## config.mk

```make
export PLATFORM = sky130hd
export DESIGN_NAME = rf_multi
export DESIGN_NICKNAME = d
export VERILOG_FILES = /design/src/rtl/rf_multi.sv
export SDC_FILE = /design/constraint.sdc
export NUM_CORES = 1
export LEC_CHECK = 0
export ABC_AREA = 1
export CAP_MARGIN = 15
export CORE_MARGIN = 8
export CORE_UTILIZATION = 47
export DETAILED_ROUTE_END_ITERATION = 12
export PLACE_DENSITY = 0.72
export SLEW_MARGIN = 20
export SYNTH_ARGS = -nofsm -noshare
export SYNTH_HDL_FRONTEND = slang
export SYNTH_SLANG_ARGS = --single-unit
```

## constraint.sdc

```tcl
create_clock -name clk -period 2 [get_ports clk]
set_input_delay 0.2 -clock clk [delete_from_list [all_inputs] [get_ports clk]]
set_output_delay 0.2 -clock clk [all_outputs]
set_load 0.01 [all_outputs]
```

## src/rtl/rf_multi.sv

```systemverilog
// rf_multi: parametrised multi-port register file with per-register pending
// (scoreboard) bits and a sequential one-register-per-cycle clear engine.
//   - two combinational read ports (data/pending), one synchronous write port
//   - reserve port that marks a register pending until its producer writes it
//   - IDLE/CLEAR engine that zeroes one register and pending bit per cycle
// Optional feature, enabled by defining macro RF_BYPASS_EN:
//   write-through forwarding of data3 (and pending state) to both read ports.
module rf_multi #(
    parameter int WORD_SIZE = 16,
    parameter int NUM_REG   = 4,
    parameter int ADDR_W    = 2
) (
    input  logic                 clk,
    input  logic                 reset,
    input  logic                 write,
    input  logic [ADDR_W-1:0]    addr3,
    input  logic [WORD_SIZE-1:0] data3,
    input  logic [ADDR_W-1:0]    addr1,
    input  logic [ADDR_W-1:0]    addr2,
    output logic [WORD_SIZE-1:0] data1,
    output logic [WORD_SIZE-1:0] data2,
    input  logic                 rsv,
    input  logic [ADDR_W-1:0]    rsv_addr,
    output logic                 pend1,
    output logic                 pend2,
    input  logic                 clr_start,
    output logic                 clr_busy
);

    typedef enum logic [0:0] {
        ST_IDLE  = 1'b0,
        ST_CLEAR = 1'b1
    } state_t;

    // Last register index visited by the clear engine.
    localparam logic [ADDR_W-1:0] LAST_IDX = ADDR_W'(NUM_REG - 1);

    state_t                 r_state;
    logic [ADDR_W-1:0]      r_idx;
    logic [WORD_SIZE-1:0]   r_regs [NUM_REG];
    logic [NUM_REG-1:0]     r_pend;
    logic                   r_clr_busy;

    logic [WORD_SIZE-1:0]   w_data1;
    logic [WORD_SIZE-1:0]   w_data2;
    logic                   w_pend1;
    logic                   w_pend2;

    // Register array, pending bits and clear-engine FSM; reset has top priority.
    always_ff @(posedge clk) begin
        if (reset) begin
            for (int k = 0; k < NUM_REG; k++) begin
                r_regs[k] <= {WORD_SIZE{1'b0}};
            end
            r_pend     <= {NUM_REG{1'b0}};
            r_state    <= ST_IDLE;
            r_idx      <= {ADDR_W{1'b0}};
            r_clr_busy <= 1'b0;
        end else begin
            case (r_state)
                ST_IDLE: begin
                    // A retiring write clears pending; a same-edge reserve is
                    // applied afterwards so that the set wins on collision.
                    if (write) begin
                        r_regs[addr3] <= data3;
                        r_pend[addr3] <= 1'b0;
                    end else begin
                        r_pend <= r_pend;
                    end
                    if (rsv) begin
                        r_pend[rsv_addr] <= 1'b1;
                    end else begin
                        r_idx <= r_idx;
                    end
                    // Start clearing; anything written at this edge is wiped later.
                    if (clr_start) begin
                        r_state    <= ST_CLEAR;
                        r_idx      <= {ADDR_W{1'b0}};
                        r_clr_busy <= 1'b1;
                    end else begin
                        r_state    <= ST_IDLE;
                        r_clr_busy <= 1'b0;
                    end
                end
                ST_CLEAR: begin
                    // write, rsv and clr_start are all ignored while clearing.
                    r_regs[r_idx] <= {WORD_SIZE{1'b0}};
                    r_pend[r_idx] <= 1'b0;
                    r_idx         <= r_idx + {{(ADDR_W-1){1'b0}}, 1'b1};
                    if (r_idx == LAST_IDX) begin
                        r_state    <= ST_IDLE;
                        r_clr_busy <= 1'b0;
                    end else begin
                        r_state    <= ST_CLEAR;
                        r_clr_busy <= 1'b1;
                    end
                end
                default: begin
                    r_state    <= ST_IDLE;
                    r_idx      <= {ADDR_W{1'b0}};
                    r_clr_busy <= 1'b0;
                end
            endcase
        end
    end

    // Combinational read ports, optionally forwarding the in-flight write.
    always_comb begin
        w_data1 = r_regs[addr1];
        w_pend1 = r_pend[addr1];
        w_data2 = r_regs[addr2];
        w_pend2 = r_pend[addr2];
`ifdef RF_BYPASS_EN
        // Forwarding only exists in IDLE, where the write would actually land.
        if (write && (r_state == ST_IDLE) && (addr3 == addr1)) begin
            w_data1 = data3;
            w_pend1 = rsv && (rsv_addr == addr1);
        end else begin
            w_data1 = r_regs[addr1];
            w_pend1 = r_pend[addr1];
        end
        if (write && (r_state == ST_IDLE) && (addr3 == addr2)) begin
            w_data2 = data3;
            w_pend2 = rsv && (rsv_addr == addr2);
        end else begin
            w_data2 = r_regs[addr2];
            w_pend2 = r_pend[addr2];
        end
`else
        // Without forwarding, a write is only visible after its edge.
        if (write) begin
            w_data1 = r_regs[addr1];
        end else begin
            w_data2 = r_regs[addr2];
        end
`endif
    end

    assign data1    = w_data1;
    assign data2    = w_data2;
    assign pend1    = w_pend1;
    assign pend2    = w_pend2;
    assign clr_busy = r_clr_busy;

endmodule
```

# Yosys cells after proc, flatten, opt, wreduce, memory -nomap -nowiden
# Memories as Yosys holds them, arrays and structs flattened.
# Index checks and enable logic that the tools add are counted.
[op_classes] n_eq_ne=2 shift=0 bitwise_logic=6 n_addsub=1 n_mux=35 multipliers=0 reduce_logical=5 order_cmp=8 div=0
[ops] operator="16-bit 2-to-1 mux" n=2
[ops] operator="16-bit OR reduction" n=2
[ops] operator="1-bit 2-to-1 mux" n=18
[ops] operator="4-bit 2-to-1 mux" n=4
[ops] operator="2-bit by 3-bit less-than comparator with 1-bit output, second input constant" n=5
[ops] operator="4-bit bitwise AND" n=2
[ops] operator="4-bit NOT" n=2
[ops] operator="4-bit one-hot mux with 2 select lines" n=1
[ops] operator="1-bit demux with 2-bit select" n=3
[ops] operator="2-bit by 1-bit >= comparator with 1-bit output, second input constant" n=3
[ops] operator="2-bit 2-to-1 mux" n=3
[ops] operator="1-bit binary-select mux with 2-bit select" n=2
[ops] operator="4-bit OR" n=1
[ops] operator="2-bit one-hot mux with 2 select lines" n=1
[ops] operator="1-bit logical AND" n=3
[ops] operator="2-bit by 1-bit adder with 2-bit output, second input constant" n=1
[ops] operator="2-bit == test, second input constant" n=1
[ops] operator="2-bit != test, second input constant" n=1
[ops] operator="1-bit one-hot mux with 2 select lines" n=1
[ops] operator="1-bit NOT" n=1
[totals] mem_bits_rw=64 elab_cells=61 latchBits=0 input_bits=29 out_inout_bits=35 romBits=0 mem_count=1 regBits=7
[mem_list] memory="r_regs" words=4 word_bits=16 rd=2 rd_clocked_by_memory_dff=0 wr=4 line_no="40" source="logic [WORD_SIZE-1:0] r_regs [NUM_REG];"

# Longest topological paths before layout
[depth] depth_word=12 depth_mapped=8

# Least setup slack after synthesis
# OpenSTA, ideal clock, no wires.
[synth_timing] path_type="reg2reg" start="reg, netlist name clr_busy" end="mem r_regs[3][0], enable pin" arrival_time_ps=1457 slack_ps=155 stages_incl_launch_ff=5 setup_time_ps=388 period_less_slack_ps=1845 cell_sequence="dfxtp_1 > nor2_4 > nand2_2 > nand2_4 > nor2_1"
[synth_lines] element="end: declaration" line_no="40"

# Final worst setup path
[layout_timing] start="in addr2[0]" end="out data2[11]"
[layout_between] elab_chain_cells=1
[layout_lines] element="start: declaration" line_no="19" source="input logic [ADDR_W-1:0] addr2,"
[layout_lines] element="memory 4 x 16 bit"
[layout_lines] element="end: declaration" line_no="21" source="output logic [WORD_SIZE-1:0] data2,"
# No other way between the ends.

==> run_results.csv <==
group,metric,value,unit
cts,htree_num_levels,3,
final_layout,area_growth,30.54,%
global_route,grt_pass1_wl,16420,microns
synthesis,syn_area,0.003797,sq mm
synthesis,synth-async-reset-ratio,0,%
routing,routedWlPerCell,16.25,microns
status,status,"completed",
global_route,grt_pass1_vias,3470,
power,ir_drop,0.0003853,V
synthesis,ys_top_cells_by_area,"edfxtp_1 (51%), o21ai_0 (13%), nor2_1 (7.7%)",
timing,final.setup.tns,0,ns
job,drv_cap,0,
final_layout,fill_cells,653,
cts,cts_tree,"built",
timing,fin_hold_ws,0.4985,ns
hold_path,hold_start,"r_pend[3]$_SDFF_PP0_",
worst_setup_path,r2r-end,"r_regs[0][14]$_SDFFCE_PN0P_",
global_route,grt_usage,18.28,%
final_layout,drive_gt1_share,12.96,%
power,powerDensity,792.0,mW/mm^2
worst_setup_path,critical_path.endpoint_type,"output port",
cts,cts_root_buffer,"clkbuf_8",
die,start_util,48.89,%
cts,cts_sinks,71,
routing,dr_total_vias,3378,
synthesis,syn_nets,467,
timing,hold_viol_final,0,
die,die_area,0.01121,sq mm
cts,numCtsBuffers,9,
timing,rsz0062_at_grt,"false",
synthesis,ys_seq_area_share,54.30,%
global_route,grt_antenna_before_repair,1,
synthesis,synth_flop_cell,"edfxtp_1",
synthesis,synth_edf_count,64,
cts,cts.hold.buffers_added,0,
timing,layout_setup_ws,0.1727,ns
routing,drc,0,
timing,fin_skew,0.008508,ns
worst_setup_path,crit_required,1.80,ns
routing,ant_nets,0,
synthesis,yosys_warnings,0,
routing,dr.pass1.iters,6,
worst_setup_path,critical_path_class,"in2out",
synthesis,synth.top_cell.area_share,50.61,%
worst_setup_path,start_kind,"input pin",
cts,cts-root-to-sink-buffers,2,
power,power_leakage,2.136,nW
synthesis,syn_avg_cell_area,8.750,sq um
synthesis,ys_seq_elements,71,
final_layout,nNetsFinal,545,
routing,drt_wl_total,10070,microns
timing,min_period,1.827,ns
global_route,grt_max_degree,46,
worst_setup_path,r2r_cells,6,
timing,fmax,547.3,MHz
synthesis,synthCells,434,
power,power,3.926,mW
die,ios,64,
global_route,overflow,0,
hold_path,worstHoldEndpoint,"r_pend[3]$_SDFF_PP0_",
worst_setup_path,critPathMaxFanout,45,
hold_path,min_path_type,"reg2reg",
worst_setup_path,r2r_start,"clr_busy$_SDFF_PP0_",
final_layout,fin_cells,620,
timing,max_slew.worst_pin.slew,0.2500,ns
final_layout,seq_area,0.002062,sq mm
placement,place_inst,603,
placement,io_buffers,63,
timing,period_share,91.36,%
die,row_count,32,
placement,dpl_cell_area,0.004717,sq mm
cts,clk_latency,0.34,ns
worst_setup_path,reg2reg_slack,0.40,ns
die,coreArea,0.007767,sq mm
final_layout,multiInputGateArea,0.001435,sq mm
cts,path_clk_slew,0.07,ns
die,die_h,105.9,microns
die,die_w,105.9,microns
placement,post-place-ws,-0.1231,ns
placement,hpwlAfterDp,7143,microns
timing,finalSetupViolations,0,
routing,avgViaCountPerCell,5.448,
placement,routabilityCongestion,0.8383,
final_layout,finish.utilization,63.82,%
synthesis,synth_largest_area_cell,"edfxtp_1",
timing,drv_slew,0,
synthesis,synth.distinct_cells,24,
timing,slew_headroom,83.34,%
routing,drt-initial-drc-count,197,
final_layout,final_area,0.004957,sq mm
cts,cts_setup_buffers,0,
hold_path,worstHoldPathCells,2,
worst_setup_path,arrival,1.63,ns
[layout by cell type, fill, tap and decap left out, types with 4 or more instances in the layout]
master           count
dlygate4sd2_1       27
nand2_1             40
clkbuf_8             9
nand2_4              4
ha_1                 4
edfxtp_1            64
a21oi_1             32
dlymetal6s2s_1       7
buf_4               19
nand3_1              8
dfxtp_1              7
buf_12               6
nor2_1              78
clkdlybuf4s50_1     29
nor2_2              10
o21ai_0            101
inv_1               44
[power breakdown]
part           switching (mW)  internal (mW)
logic                   0.421          0.304
clock network           0.549          0.830
registers              0.0623           1.76
[state kept, by name, indices dropped and copies added (netlist names)]
register	cells
clr_busy	1
r_regs	64
r_idx	2
r_pend	4
[worst max-delay path: stages]
cell,delay (ns)
clkdlybuf4s50_1,0.49
inv_1,0.08
buf_12,0.17
buf_4,0.15
o21ai_0,0.14
o21ai_0,0.09
dlygate4sd2_1,0.29
[worst max-delay path by stage]
| stage | start | endpoint | slack [ns] | cells past startpoint |
|---|---|---|---|---|
| CTS | addr1[0] | data1[1] | 0.004 | 7 |
| global placement | addr2[1] | data2[12] | -0.07 | 7 |
| floorplan | clr_busy$_SDFF_PP0_ | r_regs[3][0]$_DFFE_PP_ | 0.15 | 4 |
| global route | addr2[0] | data2[13] | 0.04 | 7 |
| finish | addr2[0] | data2[11] | 0.17 | 7 |
| detailed placement | addr2[1] | data2[0] | -0.12 | 7 |
[cells in the mapped netlist (3+ instances only)]
master / count
nand2_4: 4
buf_2: 6
o21ai_0: 101
inv_1: 44
dfxtp_1: 7
inv_2: 3
nor2_1: 78
nand2_1: 40
a21oi_1: 32
nand2_2: 3
buf_6: 3
edfxtp_1: 64
ha_1: 4
clkbuf_1: 12
nand3_1: 8
nor2_2: 10
[area by class of cell]
class,count,share of cell area (%)
Multi-Input combinational cell,292,28.95
Clock buffer,9,2.499
Sequential cell,71,41.60
Clock inverter,7,2.398
Inverter,47,3.559
Antenna cell,1,0.05048
Timing Repair Buffer,91,18.37
Tap cell,102,2.574
[cell families (layout without fill, tap and decap cells)]
logic type	count (synthesis)	count (layout)	synth area share, %
AOI/OAI and AO/OA	139	139	18.52
buffers and inverters	71	154	7.908
adders and majority gates	4	4	1.318
DFF	71	71	54.30
and+or+nand+nor	149	149	17.96
other	0	1	0
[metal layers]
| metal | GRT usage (%) | vias up | share of wire (%) | wire [microns] |
|---|---|---|---|---|
| li1 | - | 1617 | - | - |
| met1 | 19.89 | 1593 | 39 | 3920 |
| met2 | 32.04 | 146 | 51 | 5160 |
| met3 | 4.629 | 22 | 7.5 | 753 |
| met4 | 9.648 | 0 | 2.4 | 239 |
| met5 | 0 | - | 0 | 0 |
[what timing repair did]
item / 4_1_cts / 5_1_grt
gates resized for setup: 30 / 7
pin swaps: 0 / 0
setup endpoints to repair: 31 / 7
Power figures use the tool's default switching activity.
